## config.mk

```make
export PLATFORM = sky130hd
export DESIGN_NAME = adc_con
export DESIGN_NICKNAME = d
export VERILOG_FILES = /design/src/rtl/adc_con.sv
export SDC_FILE = /design/constraint.sdc
export NUM_CORES = 1
export LEC_CHECK = 0
export ABC_CLOCK_PERIOD_IN_PS = 4100
export CAP_MARGIN = 25
export CORE_MARGIN = 1
export CORE_UTILIZATION = 50
export DETAILED_ROUTE_END_ITERATION = 16
export PLACE_DENSITY_LB_ADDON = 0.25
export SYNTH_ARGS = -nofsm -noshare
export SYNTH_HDL_FRONTEND = slang
export SYNTH_SLANG_ARGS = --single-unit
```

## constraint.sdc

```tcl
create_clock -name clk -period 4.1 [get_ports clk]
set_input_delay 0.41 -clock clk [delete_from_list [all_inputs] [get_ports clk]]
set_output_delay 0.41 -clock clk [all_outputs]
set_load 0.03 [all_outputs]
```

## src/rtl/adc_con.sv

```systemverilog
// Serial capture controller for an AD7476-style ADC: generates cs_n/sclk, shifts in one frame.
// Define ADC_ZERO_CHECK_EN to flag frames whose leading (non-data) bits are not all zero.
module adc_con #(
  parameter int unsigned CLK_DIV      = 1,
  parameter int unsigned FRAME_BITS   = 16,
  parameter int unsigned DATA_BITS    = 12,
  parameter int unsigned QUIET_CYCLES = 2
) (
  input  logic                 clk,
  input  logic                 rst_n,
  input  logic                 start,
  input  logic                 sdata,
  output logic                 cs_n,
  output logic                 sclk,
  output logic                 busy,
  output logic [DATA_BITS-1:0] data_out,
  output logic                 data_valid,
  output logic                 frame_err
);

  localparam int unsigned CntMax = (CLK_DIV > QUIET_CYCLES) ? CLK_DIV : QUIET_CYCLES;
  localparam int unsigned CntW   = $clog2(CntMax + 1);
  localparam int unsigned BitW   = $clog2(FRAME_BITS + 1);
`ifdef ADC_ZERO_CHECK_EN
  localparam int unsigned ShW = FRAME_BITS;
`else
  // Leading bits are never inspected, so they are simply shifted out.
  localparam int unsigned ShW = DATA_BITS;
`endif

  typedef enum logic [1:0] {StIdle, StConv, StQuiet} state_e;

  state_e          state;
  logic [CntW-1:0] div_cnt;
  logic [BitW-1:0] bit_cnt;
  logic [ShW-1:0]  shift;
  logic            tick;

  assign tick = (div_cnt == CntW'(CLK_DIV - 1));

  always_ff @(posedge clk or negedge rst_n) begin
    if (!rst_n) begin
      state      <= StIdle;
      cs_n       <= 1'b1;
      sclk       <= 1'b1;
      busy       <= 1'b0;
      data_out   <= '0;
      data_valid <= 1'b0;
      div_cnt    <= '0;
      bit_cnt    <= '0;
      shift      <= '0;
`ifdef ADC_ZERO_CHECK_EN
      frame_err  <= 1'b0;
`endif
    end else begin
      data_valid <= 1'b0;
      unique case (state)
        StIdle: begin
          if (start) begin
            cs_n    <= 1'b0;
            div_cnt <= '0;
            bit_cnt <= '0;
            busy    <= 1'b1;
            state   <= StConv;
          end
        end
        StConv: begin
          if (!tick) begin
            div_cnt <= div_cnt + 1'b1;
          end else begin
            div_cnt <= '0;
            if (bit_cnt == BitW'(FRAME_BITS)) begin
              // sclk is already high after the last rising edge and stays there.
              cs_n       <= 1'b1;
              data_out   <= shift[DATA_BITS-1:0];
              data_valid <= 1'b1;
`ifdef ADC_ZERO_CHECK_EN
              frame_err  <= |shift[FRAME_BITS-1:DATA_BITS];
`endif
              if (QUIET_CYCLES == 0) begin
                busy  <= 1'b0;
                state <= StIdle;
              end else begin
                state <= StQuiet;
              end
            end else begin
              sclk <= ~sclk;
              if (!sclk) begin
                shift   <= {shift[ShW-2:0], sdata};
                bit_cnt <= bit_cnt + 1'b1;
              end
            end
          end
        end
        StQuiet: begin
          if (div_cnt == CntW'(QUIET_CYCLES - 1)) begin
            div_cnt <= '0;
            busy    <= 1'b0;
            state   <= StIdle;
          end else begin
            div_cnt <= div_cnt + 1'b1;
          end
        end
        default: begin
          state <= StIdle;
          busy  <= 1'b0;
          cs_n  <= 1'b1;
          sclk  <= 1'b1;
        end
      endcase
    end
  end

`ifndef ADC_ZERO_CHECK_EN
  assign frame_err = 1'b0;
`endif

endmodule

```

# After elaboration in Yosys (flattened, before gate mapping)
# Index checks and enable logic that the tools add are counted.
# W data, S select, Z words.
[totals]
mem_count = 0
out_inout_bits = 17
latchBits = 0
register_bits = 37
ram_bits = 0
input_bits = 4
romBits = 0
word_cells = 66
[classes]
div = 0
n_reduce_logical = 13
magnitude_cmp = 0
shifts = 0
n_eq_ne = 10
bitwise_logic = 5
addsub = 2
n_mux = 27
mul = 0
[op_table]
columns = ["op", "n"]
rows = [
  ["$mux W5", 4],
  ["$mux W2", 7],
  ["$ne A2 B2 Y1 const B", 6],
  ["$pmux W2 S3", 2],
  ["$reduce_and A4 Y1", 3],
  ["$mux W1", 10],
  ["$pmux W5 S2", 1],
  ["$reduce_and A3 Y1", 3],
  ["$pmux W1 S3", 2],
  ["$add A5 B1 Y5 const B", 1],
  ["$eq A5 B5 Y1 const B", 1],
  ["$not A1 Y1", 5],
  ["$reduce_and A5 Y1", 1],
  ["$eq A2 B1 Y1 const B", 2],
  ["$logic_not A2 Y1", 2],
  ["$reduce_bool A3 Y1", 1],
  ["$add A2 B1 Y2 const B", 1],
  ["$eq A2 B2 Y1 const B", 1],
  ["$pmux W1 S2", 1],
  ["$reduce_and A2 Y1", 1],
  ["$reduce_bool A2 Y1", 1],
  ["$reduce_or A2 Y1", 1],
]

# Logic depth before layout (Yosys ltp)
[depth]
depth_word = 5
depth_mapped = 6
mapped_depth_nobuf = 6

# Worst setup path before layout
# OpenSTA, ideal clock, no wires.
[synth_timing]
path_type = "register to register"
from = "register bit_cnt[0]"
to = "register shift[0]"
t_required_ps = 3975
setup_ps = 125
arrival_time_ps = 1675
n_path_buf = 1
path_stages_with_launch = 7
period_less_slack_ps = 1800
slack_ps = 2300
cell_sequence = "dfrtp_1 > inv_1 > ha_1 > and4bb_4 > or3b_4 > buf_6 > mux2_4"
[synth_between]
elab_chain_len = 3
[synth_rtl]
columns = ["item", "line_no", "text"]
rows = [
  ["from (decl)", "35", "logic [BitW-1:0] bit_cnt;"],
  ["from (signal assigned)", "90", "bit_cnt <= bit_cnt + 1'b1;"],
  ["$eq A5 B5 Y1", "72", "if (bit_cnt == BitW'(FRAME_BITS)) begin"],
  ["$not A1 Y1 (no line)", "-", ""],
  ["$reduce_and A4 Y1 (no line)", "-", ""],
  ["to (signal assigned)", "89", "shift <= {shift[ShW-2:0], sdata};"],
  ["to (decl)", "36", "logic [ShW-1:0] shift;"],
]
# No other way between the ends.
# A chain may end at the register's enable or synchronous reset.

# Final worst setup path
[layout_timing]
from = "register state[1]"
to = "register data_out[0]"
[layout_between]
elab_chain_len = 2
[layout_rtl]
columns = ["item", "line_no", "text"]
rows = [
  ["from (decl)", "33", "state_e state;"],
  ["from (signal assigned)", "43", "state <= StIdle;"],
  ["from (signal assigned)", "64", "state <= StConv;"],
  ["from (signal assigned)", "82", "state <= StIdle;"],
  ["$eq A2 B1 Y1", "57", "unique case (state)"],
  ["$reduce_and A3 Y1 (no line)", "-", ""],
  ["to (signal assigned)", "75", "data_out <= shift[DATA_BITS-1:0];"],
  ["to (decl)", "16", "output logic [DATA_BITS-1:0] data_out,"],
]
# No other way between the ends.

==> results_dict.tcl <==
set metrics [dict create \
    cts-buffers-inserted 5 \
    grt_start_max_net_pins 38 \
    die_area_um2 3760 \
    start_kind "register" \
    cts_tree "yes" \
    synth_fp_nets 153 \
    final_cell_mix "dfrtp_1, clkdlybuf4s50_1, mux2_2" \
    die_x_um 61.3 \
    synth_area_um2 1760 \
    clkSinkCount 37 \
    drv_slew 0 \
    cp-startpoint "state[1]" \
    drtIter0Drc 27 \
    crit_type "register to register" \
    synth-async-reset-ratio_pct 100 \
    netlist_instances 141 \
    wl_per_cell_um 14.5 \
    path_clk_slew_ps 120 \
    r2r_setup_slack_ps 1780 \
    fin_hold_ws_ps 465 \
    power.density_nw_per_um2 693 \
    place.gp.congestion 0.812 \
    critPathMaxFanout 21 \
    reg2reg_to "data_out[0]" \
    crit_path_end "data_out[0]" \
    fin_nets 175 \
    yosysUniqueCellTypes 34 \
    sw_frac_of_total_pct 39.5 \
    clk_latency_ps 350 \
    ys_warn_count 0 \
    grt_pass1_vias 1165 \
    worstPathArrival_ps 2550 \
    vias 1146 \
    place_ws_ps 1800 \
    core-area_um2 3360 \
    postCtsHoldBufs 0 \
    p_seq_share_pct 39.2 \
    clk_path_buf_depth 2 \
    hold_violations 0 \
    p_switching_uw 561 \
    root_buffer "clkbuf_4" \
    worstMarginPinSlew_ps 655 \
    r2r_cells 4 \
    dpl.hpwl_um 2160 \
    avgSynthCellArea_um2 12.5 \
    drive_gt1_share_pct 22.6 \
    outcome "completed" \
    rows 21 \
    drtPass1Iterations 4 \
    yosys_register_bits 37 \
    intPower_uw 857 \
    grt_use_total_pct 19.6 \
    max_freq_mhz 432 \
    pwr-share-comb_pct 46.2 \
    period_needed_ps 2320 \
    avgViaCountPerCell 5.46 \
    rsz0062_at_grt "false" \
    io_pins 21 \
    clockPowerShare_pct 14.6 \
    cp.required_ps 4340 \
    max_slew_margin_pct 56.2 \
    clock-skew-final_ps 10.9 \
    synth_edf_count 0 \
    rr_startpoint "state[1]" \
    cts_resized 0 \
    worstHoldPathType "primary input to asynchronous set/reset pin" \
    end_kind "register" \
    power.leakage_nw 0.965 \
    finalSetupViolations 0 \
    peakVddDrop_v 0.000405 \
    antenna_found_initial 0 \
    port_buffers 19 \
    setup_ws_ps 1780 \
    ant_nets 0 \
    wirelength_um 3040 \
    diodes 0 \
    die_h_um 61.3 \
    h-tree-depth 2 \
    cts_setup_buffers 0 \
    gr-total-overflow 0 \
    final_common_cell "dfrtp_1" \
    period_share_pct 56.5 \
    synth-main-ff-cell "dfrtp_1" \
    synth-seq-area-share_pct 52.8 \
    tns_ps 0 \
    drc 0 \
    grt_pass1_wl_um 5150 \
    start_util_pct 52.3 \
    drv_cap 0 \
    areaGrowthSynthToFinish_pct 16.4 \
]
==> registers in the layout, indices dropped and copies added (netlist names), 2 cells and up <==
register	flops
state	2
div_cnt	2
shift	12
data_out	12
bit_cnt	5
==> worst max-delay path: stages, from the launching register on <==
cell and delay, ps:
dfrtp_1 430, inv_1 90, ha_1 560, nand3_1 650, mux2_2 480
==> power groups by stage <==
stage               sequential (mW)  clock (mW)  combinational, mW
finish                        0.555       0.207              0.655
global route                  0.569       0.233              0.723
CTS                           0.556       0.216              0.660
detailed placement            0.563           0              0.659
global placement              0.554           0              0.634
floorplan                     0.621           0              0.417
==> how the worst min path moves through the flow <==
stage	start	end	slack (ps)	depth (start not counted)
floorplan	rst_n	bit_cnt[0]	110	0
CTS	rst_n	bit_cnt[3]	480	2
detailed placement	data_out[7]	data_out[7]	490	1
global placement	data_out[8]	data_out[8]	490	1
finish	rst_n	bit_cnt[3]	470	2
global route	rst_n	bit_cnt[2]	500	2
==> cell usage after synthesis, drive strengths merged, types with 2 or more instances <==
| library cell | count | area (um^2) |
|---|---|---|
| mux2 | 24 | 308 |
| nor2b | 3 | 18.8 |
| inv | 8 | 30.0 |
| dfstp | 2 | 52.6 |
| nand2b | 5 | 31.3 |
| nand2 | 3 | 11.3 |
| dfrtp | 35 | 876 |
| buf | 3 | 23.8 |
| nor2 | 7 | 26.3 |
| a21oi | 6 | 30.0 |
| ha | 8 | 100 |
| clkbuf | 2 | 7.51 |
| o311ai | 2 | 17.5 |
| nand4 | 4 | 25.0 |
| a22o | 3 | 26.3 |
| nand3 | 6 | 30.0 |
| o21ai | 6 | 30.0 |
==> final cells by class <==
class | instances | area [um^2]
clock inverter | 2 | 13.8
timing repair buffer | 20 | 198
clock buffer | 6 | 51.3
tap | 46 | 57.6
fill | 280 | 1320
sequential | 37 | 928
inverter | 8 | 30.0
multi-input combinational | 91 | 768
==> metal layers <==
metal | track usage [%] | up-vias | routed length [um]
met5 | 0 | - | 0
met2 | 31.7 | 29 | 1490
met3 | 7.35 | 8 | 128
li1 | - | 545 | -
met4 | 8.77 | 0 | 57
met1 | 23.3 | 564 | 1370
==> metrics by stage <==
step,total power [mW],instance area [um^2],utilization [%],cells
finish,1.42,2050,60.9,210
global placement,1.19,1980,58.9,202
global route,1.52,2050,60.9,210
CTS,1.43,2050,60.9,210
floorplan,1.04,1760,-,141
detailed placement,1.22,1980,58.9,202
==> cells by family after synthesis <==
family                     synth area share (%)
buffers and inverters                      3.49
AOI/OAI and AO/OA                          8.90
and+or+nand+nor                            11.4
DFF                                        52.8
muxes                                      17.5
adders and majority gates                  5.69
other                                     0.213
(Power assumes the default switching activity.)
